[src/rtl/pkt_hdr_capture.sv]
// Packet header capture: holds the first flit of each packet and, at end-of-packet,
// emits it as a single-flit header alongside a metadata record for the parser.
package pkt_hdr_capture_pkg;
    typedef struct packed {
        logic [31:0] pktID;
        logic [31:0] flits;
        logic [5:0]  empty;
        logic [55:0] last_7_bytes;
        logic [7:0]  flags;
        logic [15:0] rsvd;
    } metadata_t;
endpackage

module pkt_hdr_capture
    import pkt_hdr_capture_pkg::*;
#(
    parameter int PKT_ID_W = 9,
    parameter int FLIT_W   = 16
) (
    input  logic         clk,
    input  logic         rst,
    input  logic [511:0] in_pkt_data,
    input  logic         in_pkt_valid,
    output logic         in_pkt_ready,
    input  logic         in_pkt_sop,
    input  logic         in_pkt_eop,
    input  logic [5:0]   in_pkt_empty,
    output logic [511:0] out_pkt_data,
    output logic         out_pkt_valid,
    input  logic         out_pkt_ready,
    output logic         out_pkt_sop,
    output logic         out_pkt_eop,
    output logic [5:0]   out_pkt_empty,
    output metadata_t    out_meta_data,
    output logic         out_meta_valid,
    input  logic         out_meta_ready
);

    typedef enum logic [1:0] {
        IDLE = 2'd0,
        BODY = 2'd1,
        EMIT = 2'd2
    } state_t;

    state_t              state_reg;
    state_t              state_next;
    logic                ready;

    logic [511:0]        hdr_reg;
    logic [FLIT_W-1:0]   flit_cnt_reg;
    logic [FLIT_W-1:0]   flit_cnt_sat;
    logic [FLIT_W-1:0]   flits_final;
    // Only the low 48 bits of the previous flit can ever reach last_7_bytes
    // (largest window base is 8*63 within the 568-bit {prev56, eop_data} vector).
    logic [47:0]         prev_tail_reg;
    logic [47:0]         prev_tail;
    logic [PKT_ID_W-1:0] pkt_id_reg;
    metadata_t           meta_reg;
    metadata_t           meta_next;
    logic [5:0]          pkt_empty_reg;
    logic                pkt_valid_reg;
    logic                meta_valid_reg;

    logic                accept;
    logic                start;
    logic                body_flit;
    logic                finish;
    logic                pkt_clear;
    logic                meta_clear;
    logic                emit_done;
    logic [559:0]        tail_vec;
    logic [55:0]         last7;

    assign accept     = in_pkt_valid & ready;
    assign start      = accept & in_pkt_sop;
    assign body_flit  = accept & ~in_pkt_sop & (state_reg == BODY);
    assign finish     = (start | body_flit) & in_pkt_eop;
    assign pkt_clear  = ~pkt_valid_reg | out_pkt_ready;
    assign meta_clear = ~meta_valid_reg | out_meta_ready;
    assign emit_done  = (state_reg == EMIT) & pkt_clear & meta_clear;

    always_ff @(posedge clk) begin
        if (rst) begin
            state_reg <= IDLE;
        end else begin
            state_reg <= state_next;
        end
    end

    // A sop seen in BODY restarts capture, so it follows the same path as IDLE+sop.
    always_comb begin
        state_next = state_reg;
        case (state_reg)
            IDLE: begin
                if (start) begin
                    state_next = in_pkt_eop ? EMIT : BODY;
                end
            end
            BODY: begin
                if (accept && in_pkt_eop) begin
                    state_next = EMIT;
                end
            end
            EMIT: begin
                if (emit_done) begin
                    state_next = IDLE;
                end
            end
            default: state_next = IDLE;
        endcase
    end

    always_comb begin
        ready = 1'b0;
        case (state_reg)
            IDLE:    ready = 1'b1;
            BODY:    ready = 1'b1;
            default: ready = 1'b0;
        endcase
    end

    assign flit_cnt_sat = (&flit_cnt_reg) ? flit_cnt_reg : flit_cnt_reg + FLIT_W'(1);
    assign flits_final  = start ? FLIT_W'(1) : flit_cnt_sat;
    assign prev_tail    = start ? 48'd0 : prev_tail_reg;
    assign tail_vec     = {prev_tail, in_pkt_data};

    // Byte gi of last_7_bytes is byte (empty + gi) of the tail vector, counted from the LSB.
    generate
        for (genvar gi = 0; gi < 7; gi++) begin : g_last7
            assign last7[8*gi +: 8] = tail_vec[{1'b0, in_pkt_empty, 3'b000} + 10'(8*gi) +: 8];
        end
    endgenerate

    always_comb begin
        meta_next              = '0;
        meta_next.pktID        = 32'(pkt_id_reg);
        meta_next.flits        = 32'(flits_final);
        meta_next.empty        = in_pkt_empty;
        meta_next.last_7_bytes = last7;
    end

    always_ff @(posedge clk) begin
        if (rst) begin
            hdr_reg        <= '0;
            flit_cnt_reg   <= '0;
            prev_tail_reg  <= '0;
            pkt_id_reg     <= '0;
            meta_reg       <= '0;
            pkt_empty_reg  <= '0;
            pkt_valid_reg  <= 1'b0;
            meta_valid_reg <= 1'b0;
        end else begin
            if (start) begin
                hdr_reg      <= in_pkt_data;
                flit_cnt_reg <= FLIT_W'(1);
            end else if (body_flit) begin
                flit_cnt_reg <= flit_cnt_sat;
            end

            if (accept) begin
                prev_tail_reg <= in_pkt_data[47:0];
            end

            if (finish) begin
                meta_reg       <= meta_next;
                pkt_empty_reg  <= start ? in_pkt_empty : 6'd0;
                pkt_valid_reg  <= 1'b1;
                meta_valid_reg <= 1'b1;
            end else begin
                if (out_pkt_ready) begin
                    pkt_valid_reg <= 1'b0;
                end
                if (out_meta_ready) begin
                    meta_valid_reg <= 1'b0;
                end
            end

            if (emit_done) begin
                pkt_id_reg <= pkt_id_reg + PKT_ID_W'(1);
            end
        end
    end

    assign in_pkt_ready   = ready;
    assign out_pkt_data   = hdr_reg;
    assign out_pkt_valid  = pkt_valid_reg;
    assign out_pkt_sop    = pkt_valid_reg;
    assign out_pkt_eop    = pkt_valid_reg;
    assign out_pkt_empty  = pkt_empty_reg;
    assign out_meta_data  = meta_reg;
    assign out_meta_valid = meta_valid_reg;

endmodule
[config.mk]
export PLATFORM = sky130hd
export DESIGN_NAME = pkt_hdr_capture
export DESIGN_NICKNAME = d
export VERILOG_FILES = /design/src/rtl/pkt_hdr_capture.sv
export SDC_FILE = /design/constraint.sdc
export NUM_CORES = 2
export LEC_CHECK = 0
export ABC_AREA = 0
export BUFFER_PORTS_ARGS = -buffer_cell sky130_fd_sc_hd__buf_4
export CAP_MARGIN = 20
export CORE_AREA = 2 2 466 468
export DETAILED_ROUTE_END_ITERATION = 12
export DIE_AREA = 0 0 468 470
export PLACE_DENSITY = 0.36
export SKIP_CTS_REPAIR_TIMING = 1
export SYNTH_ARGS = -nofsm -noshare
export SYNTH_HDL_FRONTEND = slang
export SYNTH_SLANG_ARGS = --single-unit
[constraint.sdc]
create_clock -name clk -period 4.95 [get_ports clk]
set_input_delay 0.495 -clock clk [delete_from_list [all_inputs] [get_ports clk]]
set_output_delay 0.495 -clock clk [all_outputs]
set_load 0.1 [all_outputs]
# Yosys cells after proc, flatten, opt, wreduce, memory -nomap -nowiden
# Index checks and enable logic that the tools add are counted.
totals:
  regBits: 682
  latch_bits: 0
  mem_bits_rw: 0
  romBits: 0
  inputBits: 525
  output_inout_bits: 673
  word_cells: 71
  n_memories: 0
classes:
  add_sub_neg: 8
  n_mul: 0
  div: 0
  order_cmp: 0
  eq_ne: 5
  shift: 7
  mux: 16
  bitwise: 13
  n_reduce_logical: 9
ops:
  columns: ["op", "n"]
  rows:
  - ["$shiftx A560 B11 Y8", 6]
  - ["$shiftx A560 B10 Y8", 1]
  - ["$mux W48", 1]
  - ["$mux W16", 2]
  - ["$add A9 B6 Y10 const B", 3]
  - ["$add A9 B5 Y10 const B", 2]
  - ["$add A16 B1 Y16 const B", 1]
  - ["$reduce_and A16 Y1", 1]
  - ["$add A9 B4 Y10 const B", 1]
  - ["$add A9 B1 Y9 const B", 1]
  - ["$mux W2", 4]
  - ["$and A1 B1 Y1", 7]
  - ["$mux W1", 7]
  - ["$mux W6", 1]
  - ["$pmux W2 S3", 1]
  - ["$reduce_bool A2 Y1", 3]
  - ["$ne A2 B2 Y1 const B", 2]
  - ["$reduce_or A2 Y1", 2]
  - ["$not A1 Y1", 3]
  - ["$or A1 B1 Y1", 3]
  - ["$reduce_and A3 Y1", 1]
  - ["$eq A2 B1 Y1 const B", 1]
  - ["$eq A2 B2 Y1 const B", 1]
  - ["$logic_not A2 Y1", 1]
  - ["2 further kinds", 2]

# Logic depth before layout (Yosys ltp)
logic_depth:
  ltp_word: 9
  mapped_depth: 11

# Worst setup path after synthesis
# Ideal clock, no wire load.
synth_path:
  path_type: "input-to-reg"
  startpoint: "input in_pkt_empty[0]"
  endpoint: "register meta_reg (netlist bit out_meta_data[66])"
  setup_time_ns: 0.137
  t_arrival_ns: 2.156
  t_required_ns: 4.813
  slack_ns: 2.657
  cell_stages: 7
  n_path_buf: 3
  cell_sequence: "buf_6 buf_12 buf_6 mux4_2 mux4_2 a211oi_1 a211oi_1"
synth_via:
  elab_chain_cells: 2
synth_rtl:
  columns: ["item", "line_no", "text"]
  rows:
  - ["from (decl)", "27", "input logic [5:0] in_pkt_empty,"]
  - ["$add A9 B6 Y10", "130", "assign last7[8*gi +: 8] = tail_vec[{1'b0, in_pkt_empty, 3'b000} + 10'(8*gi) +: 8];"]
  - ["$shiftx A560 B11 Y8", "130", null]
  - ["to (signal assigned)", "165", "meta_reg <= meta_next;"]
  - ["to (decl)", "58", "metadata_t meta_reg;"]
# Every way passes these cells.
# A chain may end at the register's enable or synchronous reset.

# Worst setup path in the final report
layout_path:
  startpoint: "register state_reg[1]"
  endpoint: "register meta_reg (netlist bit out_meta_data[79])"
layout_via:
  elab_chain_cells: 8
layout_rtl:
  columns: ["item", "line_no", "text"]
  rows:
  - ["from (decl)", "45", "state_t state_reg;"]
  - ["from (signal assigned)", "86", "state_reg <= state_next;"]
  - ["branches (longest 8 deep; another with $shiftx A560 B11 Y8)", null, null]
# Several ways; the timed one is not identified.

==> flow_summary.toml <==
[cells_and_area]
area_growth_pct = 34.3
multi_input_area_um2 = 29300
nNetsFinal = 6945
layout-drive-gt1-share_pct = 30.5
regArea_um2 = 13700
num-fill-cells = 23300
largest_reg_flops = 512

[global_route]
grt_pass1_vias = 48100
grt_pass1_wl_mm = 465
track_usage_pct = 31.2
grt_overflow = 0
grt_max_degree = 165
antenna_found_initial = 55

[timing]
setup_viol = 0
rsz0062_at_grt = "false"
worst_pin_slew_ps = 1250
max_freq_mhz = 272
period_minus_slack_ps = 3670
skew_ps = 53.4
drv_slew = 0
period_share_pct = 74.2
tns_ps = 0
relSlewSlack_pct = 14.5
finalHoldViolations = 9
holdWs_ps = -17.1

[run_status]
violations = "hold timing"
status = "finished, violations left"

[place]
dp_hpwl_mm = 282
gp_congestion = 1.03
numPortBuffers = 1134

[yosys]
synth_top_cell_area_share_pct = 29.6
avgSynthCellArea_um2 = 8.70
async_flop_share_pct = 0
synth_cells = 5309
yosysWarnings = 0
synth_seq_cells = 682
yosys-top-cells-area = "dfxtp_1, mux4_2, nand2_1, a21oi_1, mux2i_1"
synth_edf_count = 0
synth_area_um2 = 46200
synthFlopType = "dfxtp_1"
yosysSeqAreaShare_pct = 29.6
synth_top_area_cell = "dfxtp_1"
synth.distinct_cells = 89

[job]
drv_cap = 0

[cts]
tritoncts = "done"
ctsLongestPathBuffers = 3
clock_latency_ps = 840
root_buffer = "clkbuf_16"
cts_max_level = 3
cts-buffers-inserted = 94
path_clk_slew_ps = 60
cts_sinks = 682

[detailed_routing]
wl_per_cell_um = 38.5
dr.pass1.iters = 8
drc = 0
drt_iter0_drc = 6492
num_vias = 51900
viasPerCell = 5.55
ant_nets = 0
wl_mm = 360

[power_and_ir_drop]
p_sw_uw = 8390
p_int_uw = 12000
irDropWorstVdd_v = 0.000303
combPwrFrac_pct = 34.2
seqPwrFrac_pct = 29.3
powerDensity_nw_per_um2 = 328
clock_power_share_pct = 36.5
p_leak_uw = 0.0245
switching_share_pct = 41.2

[die]
dieArea_um2 = 220000
dieWidth_um = 468
io_pins = 1198
dieHeight_um = 470
core_um2 = 216000
rows = 171
start_util_pct = 21.4

[min_path]
hold_path.class = "input port to flip-flop"
holdPathStages = 3
min-delay-start = "in_pkt_data[96]"

[setup_path]
worst_setup_path_start_kind = "flip-flop"
path_max_fanout = 49
critPathCaptureType = "flip-flop"
rr_worst_depth = 7
r2r-start = "state_reg[1]"
critPathRequiredTime_ps = 5710
worstSetupStartpoint = "state_reg[1]"
path_class = "flip-flop to flip-flop"
critPathArrivalTime_ps = 4430
==> path summary, 6_finish.rpt <==
kind,to,slack [ps]
setup / recovery,out_meta_data[79],1280
hold / removal,out_pkt_data[96],-20
setup reg to reg,out_meta_data[79],1280
hold reg to reg,out_pkt_data[25],450
==> layer usage <==
| layer | up-vias | share of wire [%] | GRT usage, % |
|---|---|---|---|
| met5 | - | 0.026 | 0 |
| met4 | 16 | 5.8 | 15.2 |
| met3 | 668 | 9.3 | 8.27 |
| met2 | 3474 | 45 | 48.8 |
| met1 | 26300 | 40 | 39.5 |
| li1 | 21400 | - | - |
==> power by group through the flow <==
| stage | Clock, µW | Sequential, µW | Combinational [µW] |
|---|---|---|---|
| global placement | 0 | 6070 | 6700 |
| CTS | 7600 | 5950 | 6710 |
| global route | 7770 | 5980 | 7060 |
| finish | 7420 | 5960 | 6960 |
| detailed placement | 0 | 6070 | 6690 |
| floorplan | 0 | 7640 | 2450 |
==> layout by cell type (no fill, tap or decap), drive strengths merged, types with 9 or more instances in the layout <==
| cell | n |
|---|---|
| nor4 | 19 |
| a211o | 11 |
| nand2b | 12 |
| a31oi | 37 |
| bufinv | 10 |
| mux4 | 392 |
| xnor2 | 12 |
| o221ai | 24 |
| nor2b | 31 |
| nor3 | 47 |
| a311oi | 11 |
| and2 | 23 |
| a21oi | 688 |
| buf | 1326 |
| nand4 | 17 |
| dlygate4sd3 | 185 |
| clkinv | 21 |
| and3 | 18 |
| or3 | 9 |
| clkbuf | 127 |
| nand3 | 89 |
| a221oi | 17 |
| diode | 15 |
| o22ai | 75 |
| a22oi | 40 |
| inv | 16 |
| conb | 63 |
| nor2 | 165 |
| a2111oi | 10 |
| mux2 | 96 |
| o211ai | 36 |
| a32oi | 20 |
| nand2 | 1499 |
| mux2i | 325 |
| o21ai | 135 |
| dfxtp | 682 |
| xor2 | 15 |
| a211oi | 61 |
==> worst max-delay path: stages (launching register included) <==
cell	delay, ps
dfxtp_1	390
nand2b_2	260
buf_4	310
nor2_4	870
o21ai_0	480
nor4_1	1030
o21ai_1	160
o211ai_1	140
==> cell families (layout without fill, tap and decap cells) <==
family          count (synthesis)  after routing  share of synthesized area [%]
flops                         682            682                           29.6
simple gates                 1951           1951                           17.2
buf+inv                       572           1690                           7.68
fa+ha+maj                       2              2                         0.0542
mux                           813            813                           28.7
compound gates               1261           1261                           16.3
other cells                     1             78                        0.00812
xor+xnor                       27             27                          0.512
==> area by class of cell <==
class / count / area share [%]
Antenna cell: 15 / 0.0605
Inverter: 11 / 0.0767
Multi-Input combinational cell: 4117 / 47.2
Clock inverter: 40 / 0.960
Timing Repair Buffer: 1512 / 19.6
Sequential cell: 682 / 22.0
Clock buffer: 127 / 4.30
Tap cell: 2854 / 5.76
==> through the flow <==
stage          setup WS, ps  util (%)  instances  power, µW  instance area [µm²]
6_report               1280      28.8       9358      20300                62000
5_1_grt                1340      28.7       9346      20800                62000
4_1_cts                1430      27.9       9158      20300                60100
3_5_place_dp           1040      26.4       8991      12800                56900
3_3_place_gp            383      26.3       8985      12800                56800
2_1_floorplan          2660         -       5371      10100                46400
==> synth_stat cells, types with 8 or more instances <==
cell type,number
buf_2,144
o22ai_1,75
nor2b_1,31
nor2_1,165
mux4_1,21
buf_4,119
a221o_1,8
mux2_2,95
buf_1,16
and2_1,19
o211ai_1,36
a21oi_1,688
a32oi_1,20
o21ai_0,131
a311oi_1,11
o2111ai_1,8
buf_12,15
o221ai_1,24
mux2i_1,325
a22oi_1,40
or3_1,9
nor3_1,47
inv_1,8
a2111oi_0,8
dfxtp_1,682
nand3_1,89
a221oi_1,16
nor4_1,18
clkbuf_1,200
a31oi_1,37
a211o_1,11
nand2b_1,12
nand4_1,17
a2bb2oi_1,8
buf_6,60
mux4_2,371
a211oi_1,61
and3_1,18
nand2_1,1498
xnor2_1,12
xor2_1,15
(Power assumes the default switching activity.)
